### src/rtl/pipe_ctrl_pkg.sv
// ----------------------------------------------------------------------------
// pipe_ctrl_pkg
//   Shared definitions for the IF/ID/EX/WB pipeline sequencer:
//   - sequencer state encoding (ST_INIT / ST_RUN / ST_MEM_WAIT / ST_MEM_ERR)
//   - the bubble/NOP instruction value loaded by a buffer flush
//   - default register-index width
//   - a packed bundle of the per-cycle pipeline control outputs, plus the
//     canned patterns the sequencer selects between
// ----------------------------------------------------------------------------
package pipe_ctrl_pkg;

  localparam int REG_AW_DEF = 6;

  // A flushed buffer loads all-zero, which the decoder treats as a NOP.
  localparam logic [31:0] NOP_INSTR = 32'h0000_0000;

  typedef enum logic [1:0] {
    ST_INIT     = 2'd0,
    ST_RUN      = 2'd1,
    ST_MEM_WAIT = 2'd2,
    ST_MEM_ERR  = 2'd3
  } state_t;

  typedef struct packed {
    logic pc_en;
    logic pc_sel_branch;
    logic if_id_en;
    logic if_id_flush;
    logic id_ex_en;
    logic id_ex_flush;
    logic ex_wb_en;
    logic ex_wb_flush;
  } ctrl_t;

  // Purge every buffer while the PC holds.
  localparam ctrl_t CTRL_INIT   = '{pc_en: 1'b0, pc_sel_branch: 1'b0,
                                    if_id_en: 1'b1, if_id_flush: 1'b1,
                                    id_ex_en: 1'b1, id_ex_flush: 1'b1,
                                    ex_wb_en: 1'b1, ex_wb_flush: 1'b1};
  // Normal flow: everything advances.
  localparam ctrl_t CTRL_FLOW   = '{pc_en: 1'b1, pc_sel_branch: 1'b0,
                                    if_id_en: 1'b1, if_id_flush: 1'b0,
                                    id_ex_en: 1'b1, id_ex_flush: 1'b0,
                                    ex_wb_en: 1'b1, ex_wb_flush: 1'b0};
  // Memory stall: front end frozen, WB receives a bubble.
  localparam ctrl_t CTRL_FREEZE = '{pc_en: 1'b0, pc_sel_branch: 1'b0,
                                    if_id_en: 1'b0, if_id_flush: 1'b0,
                                    id_ex_en: 1'b0, id_ex_flush: 1'b0,
                                    ex_wb_en: 1'b1, ex_wb_flush: 1'b1};
  // Taken branch: redirect PC and squash the two younger instructions.
  localparam ctrl_t CTRL_BRANCH = '{pc_en: 1'b1, pc_sel_branch: 1'b1,
                                    if_id_en: 1'b1, if_id_flush: 1'b1,
                                    id_ex_en: 1'b1, id_ex_flush: 1'b1,
                                    ex_wb_en: 1'b1, ex_wb_flush: 1'b0};
  // RAW hazard: hold PC and IF_ID, insert a bubble into EX.
  localparam ctrl_t CTRL_HAZARD = '{pc_en: 1'b0, pc_sel_branch: 1'b0,
                                    if_id_en: 1'b0, if_id_flush: 1'b0,
                                    id_ex_en: 1'b1, id_ex_flush: 1'b1,
                                    ex_wb_en: 1'b1, ex_wb_flush: 1'b0};
  // Watchdog tripped: nothing moves until reset.
  localparam ctrl_t CTRL_HALT   = '0;

endpackage

### src/rtl/sat_counter.sv
// ----------------------------------------------------------------------------
// sat_counter
//   Event counter that increments by one per cycle while inc is high and
//   sticks at all-ones instead of wrapping.
//   Ports:
//     clk    in   clock
//     rst_n  in   asynchronous active-low reset (count -> 0)
//     inc    in   count this cycle
//     count  out  current count (registered)
// ----------------------------------------------------------------------------
module sat_counter #(
  parameter int CNT_W = 16
) (
  input  logic             clk,
  input  logic             rst_n,
  input  logic             inc,
  output logic [CNT_W-1:0] count
);

  // NOTE: sequential state is written with non-blocking assignments so every
  // flop samples its inputs from before the edge, independent of block order.
  always_ff @(posedge clk or negedge rst_n) begin
    if (!rst_n) begin
      count <= '0;
    end else if (inc && (count != {CNT_W{1'b1}})) begin
      count <= count + 1'b1;
    end
  end

endmodule

### src/rtl/pipe_hazard_ctrl.sv
// ----------------------------------------------------------------------------
// pipe_hazard_ctrl
//   Central sequencer for a 4-stage IF/ID/EX/WB pipeline without forwarding.
//   Drives the PC and the IF_ID / ID_EX / EX_WB load-enables and flushes:
//   power-up purge, RAW-hazard stalls, taken-branch squash, and freezing
//   during multi-cycle data-memory accesses with a watchdog.
//   Ports:
//     clk, rst_n               clock, asynchronous active-low reset
//     id_rs/id_rt              source registers of the ID instruction
//     id_use_rs/id_use_rt      ID instruction actually reads rs/rt
//     ex_rd/ex_wr              EX destination and write flag
//     ex_branch_taken          EX resolved a taken branch/jump
//     ex_mem_req/mem_ready     EX data-memory access and its completion
//     wb_rd/wb_wr              WB destination and write flag
//     pc_en/pc_sel_branch      PC load and branch-target select
//     *_en/*_flush             buffer load-enables and bubble inserts
//     mem_err                  sticky watchdog error (registered)
//     stall_cnt/flush_cnt      saturating event counters (registered)
//   Enables and flushes are combinational from state and inputs.
// ----------------------------------------------------------------------------
module pipe_hazard_ctrl
  import pipe_ctrl_pkg::*;
#(
  parameter int REG_AW      = REG_AW_DEF,
  parameter int INIT_CYCLES = 3,
  parameter int MEM_TIMEOUT = 15,
  parameter int CNT_W       = 16
) (
  input  logic              clk,
  input  logic              rst_n,
  input  logic [REG_AW-1:0] id_rs,
  input  logic [REG_AW-1:0] id_rt,
  input  logic              id_use_rs,
  input  logic              id_use_rt,
  input  logic [REG_AW-1:0] ex_rd,
  input  logic              ex_wr,
  input  logic              ex_branch_taken,
  input  logic              ex_mem_req,
  input  logic              mem_ready,
  input  logic [REG_AW-1:0] wb_rd,
  input  logic              wb_wr,
  output logic              pc_en,
  output logic              pc_sel_branch,
  output logic              if_id_en,
  output logic              if_id_flush,
  output logic              id_ex_en,
  output logic              id_ex_flush,
  output logic              ex_wb_en,
  output logic              ex_wb_flush,
  output logic              mem_err,
  output logic [CNT_W-1:0]  stall_cnt,
  output logic [CNT_W-1:0]  flush_cnt
);

  localparam int IW = (INIT_CYCLES > 1) ? $clog2(INIT_CYCLES) : 1;
  localparam int WW = $clog2(MEM_TIMEOUT + 1);
  localparam logic [IW-1:0] INIT_LAST = IW'(INIT_CYCLES - 1);
  localparam logic [WW-1:0] WAIT_LAST = WW'(MEM_TIMEOUT - 1);

  state_t        state;
  logic [IW-1:0] init_cnt;
  logic [WW-1:0] wait_cnt;

  logic  hazard_rs, hazard_rt, hazard;
  logic  mem_stall;
  logic  stall_inc, flush_inc;
  ctrl_t ctrl;

  // No forwarding: any in-flight writer of a source register is a hazard.
  // Register 0 is deliberately not special-cased.
  assign hazard_rs = id_use_rs && ((ex_wr && (ex_rd == id_rs)) ||
                                   (wb_wr && (wb_rd == id_rs)));
  assign hazard_rt = id_use_rt && ((ex_wr && (ex_rd == id_rt)) ||
                                   (wb_wr && (wb_rd == id_rt)));
  assign hazard    = hazard_rs || hazard_rt;

  // Starting or continuing an outstanding memory access this cycle.
  assign mem_stall = ((state == ST_RUN) && ex_mem_req && !mem_ready) ||
                     ((state == ST_MEM_WAIT) && !mem_ready);

  // NOTE: every signal driven here gets a default first, so no path through
  // the case leaves one unassigned and no latch is inferred.
  always_comb begin
    ctrl      = CTRL_FLOW;
    stall_inc = 1'b0;
    flush_inc = 1'b0;
    unique case (state)
      ST_INIT:    ctrl = CTRL_INIT;
      ST_MEM_ERR: ctrl = CTRL_HALT;
      default: begin
        // RUN and MEM_WAIT share one priority chain; the memory stall wins,
        // and a branch overrides a simultaneous hazard.
        if (mem_stall) begin
          ctrl      = CTRL_FREEZE;
          stall_inc = 1'b1;
        end else if (ex_branch_taken) begin
          ctrl      = CTRL_BRANCH;
          flush_inc = 1'b1;
        end else if (hazard) begin
          ctrl      = CTRL_HAZARD;
          stall_inc = 1'b1;
        end
      end
    endcase
  end

  assign pc_en         = ctrl.pc_en;
  assign pc_sel_branch = ctrl.pc_sel_branch;
  assign if_id_en      = ctrl.if_id_en;
  assign if_id_flush   = ctrl.if_id_flush;
  assign id_ex_en      = ctrl.id_ex_en;
  assign id_ex_flush   = ctrl.id_ex_flush;
  assign ex_wb_en      = ctrl.ex_wb_en;
  assign ex_wb_flush   = ctrl.ex_wb_flush;

  always_ff @(posedge clk or negedge rst_n) begin
    if (!rst_n) begin
      state    <= ST_INIT;
      init_cnt <= '0;
      wait_cnt <= '0;
      mem_err  <= 1'b0;
    end else begin
      unique case (state)
        ST_INIT: begin
          if (init_cnt == INIT_LAST) begin
            state <= ST_RUN;
          end else begin
            init_cnt <= init_cnt + 1'b1;
          end
        end
        ST_RUN: begin
          if (mem_stall) begin
            wait_cnt <= WW'(1);
            // With a one-cycle timeout the first stalled cycle already expires.
            if (MEM_TIMEOUT <= 1) begin
              state   <= ST_MEM_ERR;
              mem_err <= 1'b1;
            end else begin
              state <= ST_MEM_WAIT;
            end
          end
        end
        ST_MEM_WAIT: begin
          // mem_ready is checked first so it beats a coincident timeout.
          if (mem_ready) begin
            state <= ST_RUN;
          end else begin
            wait_cnt <= wait_cnt + 1'b1;
            if (wait_cnt >= WAIT_LAST) begin
              state   <= ST_MEM_ERR;
              mem_err <= 1'b1;
            end
          end
        end
        ST_MEM_ERR: state <= ST_MEM_ERR;
        default:    state <= ST_INIT;
      endcase
    end
  end

  sat_counter #(.CNT_W(CNT_W)) u_stall_cnt (
    .clk   (clk),
    .rst_n (rst_n),
    .inc   (stall_inc),
    .count (stall_cnt)
  );

  sat_counter #(.CNT_W(CNT_W)) u_flush_cnt (
    .clk   (clk),
    .rst_n (rst_n),
    .inc   (flush_inc),
    .count (flush_cnt)
  );

endmodule

### config.mk
export PLATFORM = sky130hd
export DESIGN_NAME = pipe_hazard_ctrl
export DESIGN_NICKNAME = d
export VERILOG_FILES = /design/src/rtl/pipe_ctrl_pkg.sv /design/src/rtl/sat_counter.sv /design/src/rtl/pipe_hazard_ctrl.sv
export SDC_FILE = /design/constraint.sdc
export NUM_CORES = 1
export LEC_CHECK = 0
export CORE_ASPECT_RATIO = 1.25
export CORE_MARGIN = 3
export CORE_UTILIZATION = 51
export CTS_BUF_LIST = sky130_fd_sc_hd__clkbuf_16
export DETAILED_ROUTE_END_ITERATION = 8
export PLACE_DENSITY = 0.83
export SETUP_SLACK_MARGIN = 0.1
export SYNTH_ARGS = -nofsm -noshare
export SYNTH_HDL_FRONTEND = slang
export SYNTH_SLANG_ARGS = --single-unit
### constraint.sdc
create_clock -name clk -period 3.1 [get_ports clk]
set_input_delay 0.31 -clock clk [delete_from_list [all_inputs] [get_ports clk]]
set_output_delay 0.31 -clock clk [all_outputs]
set_load 0.03 [all_outputs]
==> impl_metrics.sql <==
INSERT INTO impl_metrics (metric_group, metric, value, unit) VALUES
('run_status', 'run_status', 'finished clean', ''),
('drt', 'drt_iter0_markers', '218', ''),
('worst_setup_path', 'cp.arrival', '2420', 'ps'),
('synthesis', 'total_of_flip_flops_plus_latches_after_synthesis', '41', ''),
('clock_tree', 'cts_num_sinks', '41', ''),
('worst_setup_path', 'r2r_setup_slack', '720', 'ps'),
('synthesis', 'syn_nets', '288', ''),
('power', 'power', '0.00244', 'W'),
('synthesis', 'yosysSeqAreaShare', '0.403', ''),
('global_route', 'globalRouteMet3Util', '0.0427', ''),
('clock_tree', 'cts_resized', '0', ''),
('die', 'starting_density_of_the_core', '0.534', ''),
('clock_tree', 'cts_tree', 'yes', ''),
('sta', 'final_period_minus_worst_setup_slack', '2730', 'ps'),
('global_route', 'gr-max-usage-layer', 'met2', ''),
('worst_setup_path', 'crit_fanout', '2', ''),
('die', 'rows', '28', ''),
('layout', 'antennaDiodeCount', '0', ''),
('sta', 'fmax', '0.367', 'GHz'),
('placed_design', 'dpl.hpwl', '4450', 'um'),
('drt', 'wl_per_cell', '14.9', 'um'),
('worst_setup_path', 'timing.setup.critical_path_class', 'in2out', ''),
('clock_tree', 'max-clock-path-buffers', '2', ''),
('run', 'cap_violations', '0', ''),
('layout', 'layout.area.seq', '0.00103', 'mm2'),
('die', 'boundaryPins', '74', ''),
('die', 'area_enclosed_by_the_die_boundary', '0.00588', 'mm2'),
('synthesis', 'synthDistinctLibCells', '46', ''),
('clock_tree', 'root_buffer', 'clkbuf_16', ''),
('clock_tree', 'clk-insertion-delay-late', '280', 'ps'),
('die', 'die_height', '85.0', 'um'),
('power', 'power_leakage', '1.48', 'nW'),
('sta', 'maxSlewViolCount', '0', ''),
('worst_setup_path', 'required', '2790', 'ps'),
('sta', 'finClkSkew', '5.94', 'ps'),
('sta', 'timing.final.setup_violations', '0', ''),
('sta', 'final-hold-violation-count', '0', ''),
('sta', 'timing_worst_slew_pin_value', '908', 'ps'),
('sta', 'slew_headroom', '0.395', ''),
('layout', 'layout_common_cells', 'clkdlybuf4s50_1 (72), dfrtp_1 (41), xnor2_1 (37)', ''),
('synthesis', 'netlist_area', '0.00254', 'mm2'),
('global_route', 'grt_start_max_net_pins', '42', ''),
('clock_tree', 'cts_made_buffers', '5', ''),
('die', 'die_w', '69.2', 'um'),
('worst_setup_path', 'reg2reg_depth', '8', ''),
('global_route', 'grt_remaining_overflow', '0', ''),
('power', 'p_per_area', '702', 'mW/mm2'),
('global_route', 'grt_use_met2', '0.359', ''),
('layout', 'final_util', '0.730', ''),
('drt', 'drt-total-wl', '5740', 'um'),
('drt', 'drt_first_pass_iters', '5', ''),
('synthesis', 'syn-mean-instance-area', '10.4', 'um2'),
('global_route', 'grt_pass1_vias', '2104', ''),
('sta', 'final.period_utilization', '0.880', ''),
('clock_tree', 'postCtsHoldBufs', '0', ''),
('worst_setup_path', 'regToRegEndpoint', 'u_flush_cnt.count[10]$_DFFE_PN0P_', ''),
('drt', 'detail_route.drc_violations', '0', ''),
('drt', 'ant_nets', '0', ''),
('sta', 'rsz0062_at_grt', 'no', ''),
('sta', 'fin_tns_setup', '0', 'ps'),
('layout', 'drive_gt1_frac', '0.0923', ''),
('placed_design', 'io_buffer_count', '73', ''),
('worst_setup_path', 'setup.worst_path.start_class', 'primary input', ''),
('worst_setup_path', 'r2r_start', 'state[0]$_DFFE_PN0P_', ''),
('layout', 'fillCellCount', '375', ''),
('die', 'coreArea', '0.00476', 'mm2'),
('global_route', 'initial_antenna_violation_count', '0', ''),
('layout', 'layout-area-overhead-vs-synth', '36.8', '%'),
('placed_design', 'place_congestion', '0.820', ''),
('synthesis', 'yosysWarnings', '0', ''),
('clock_tree', 'clock_tree.htree_level_count', '2', ''),
('clock_tree', 'post_cts_repair_setup_buffers', '0', ''),
('layout', 'final_common_cell', 'clkdlybuf4s50_1', ''),
('layout', 'multi_input_logic_area', '0.00146', 'mm2'),
('global_route', 'met1_track_utilization_from_global_routing', '0.229', ''),
('clock_tree', 'cts.reportedPaths.clkPinSlew', '60', 'ps'),
('global_route', 'gr-usage-all-layers', '0.199', ''),
('drt', 'via_count', '2131', ''),
('worst_hold_path', 'min_path_type', 'in2async', ''),
('drt', 'route.detailed.vias_per_inst', '5.54', ''),
('worst_setup_path', 'endpoint_kind', 'output port', ''),
('power', 'ir_worst_vdd', '0.939', 'mV'),
('layout', 'final_net_count', '368', ''),
('global_route', 'grt_pass1_wl', '9600', 'um'),
('synthesis', 'post_synth_inst_count', '244', '');
[stage by stage]
stage          setup slack [ps]  hold slack (ps)  cell area [um2]  cells
2_1_floorplan               966             14.4             2540    244
3_3_place_gp                452              452             3340    377
3_5_place_dp                382              455             3340    377
4_1_cts                     368              197             3480    385
5_1_grt                     248              236             3480    385
6_report                    372              169             3480    385
[metal layers]
| layer | part of all wire | up-vias |
|---|---|---|
| met3 | 0.057 | 8 |
| li1 | - | 1033 |
| met5 | 0 | - |
| met4 | 0.021 | 0 |
| met2 | 0.52 | 78 |
| met1 | 0.40 | 1012 |
[power by group]
| group | switching, W | total (W) | leakage [nW] | internal, W |
|---|---|---|---|---|
| Sequential | 0.000124 | 0.000756 | 0.542 | 0.000631 |
| Clock | 0.000191 | 0.000480 | 0.0776 | 0.000289 |
| Combinational | 0.000682 | 0.00121 | 0.864 | 0.000526 |
[synth_stat cells (all sizes together)]
library cell	number	area share
o21bai	1	0.0030
buf	2	0.0064
a2bb2oi	3	0.010
xor2	11	0.038
o31ai	2	0.0059
a41oi	1	0.0034
a22o	1	0.0034
or2	4	0.0098
nand4	14	0.037
a22oi	2	0.011
a211oi	6	0.018
nor4	2	0.011
o211ai	1	0.0030
nand3	16	0.031
and4	2	0.0079
o311ai	1	0.0034
nand2	19	0.028
and2	2	0.0049
mux2i	1	0.0039
a2111o	1	0.0044
xnor2	37	0.13
a2111oi	4	0.024
o21a	2	0.0059
inv	11	0.016
nor2	8	0.012
and3	4	0.0098
nand2b	6	0.015
o21ai	7	0.014
o22ai	2	0.0098
and2b	1	0.0030
nor2b	1	0.0025
mux2	5	0.024
o2111a	1	0.0044
ha	11	0.054
nor3	2	0.0084
a21oi	6	0.015
dfrtp	41	0.40
a21boi	3	0.0089
[cell families (layout without fill, tap and decap cells)]
| logic type | Yosys count | after routing | share of synthesized area |
|---|---|---|---|
| adder cells (fa/ha/maj) | 11 | 11 | 0.0541 |
| XOR/XNOR | 48 | 48 | 0.165 |
| flip-flops | 41 | 41 | 0.403 |
| buffers and inverters | 13 | 94 | 0.0226 |
| multiplexers | 6 | 6 | 0.0275 |
| AO/OA/AOI/OAI | 44 | 44 | 0.147 |
| AND/OR/NAND/NOR | 81 | 81 | 0.180 |
[sequential cells by signal, indices dropped and copies added (netlist names)]
| signal | cells |
|---|---|
| init_cnt | 2 |
| state | 2 |
| wait_cnt | 4 |
| u_stall_cnt.count | 16 |
| mem_err | 1 |
| u_flush_cnt.count | 16 |
[critical path, stage by stage]
cell and delay (ps):
clkdlybuf4s50_1 450, xnor2_1 270, nand4_1 150, o22ai_2 240, a22oi_1 130, o21bai_1 170, clkdlybuf4s50_1 690
[worst max-delay path by stage]
stage                     slack [ps]          end            startpoint
after floorplan                  970  id_ex_flush  state[0]$_DFFE_PN0P_
after global placement           450  id_ex_flush              id_rs[2]
after detailed placement         380  id_ex_flush              id_rs[2]
after CTS                        370  id_ex_flush              id_rs[2]
after global routing             250     if_id_en  state[0]$_DFFE_PN0P_
final                            370  id_ex_flush              id_rs[2]
[final cells by class]
type	count	share of cell area
clock inverters	3	0.00324
repair buffers	75	0.213
flip-flops and latches	41	0.295
clock buffers	5	0.0360
inverters	11	0.0119
well taps	60	0.0216
multi-input cells	190	0.420
Power figures use the tool's default switching activity.
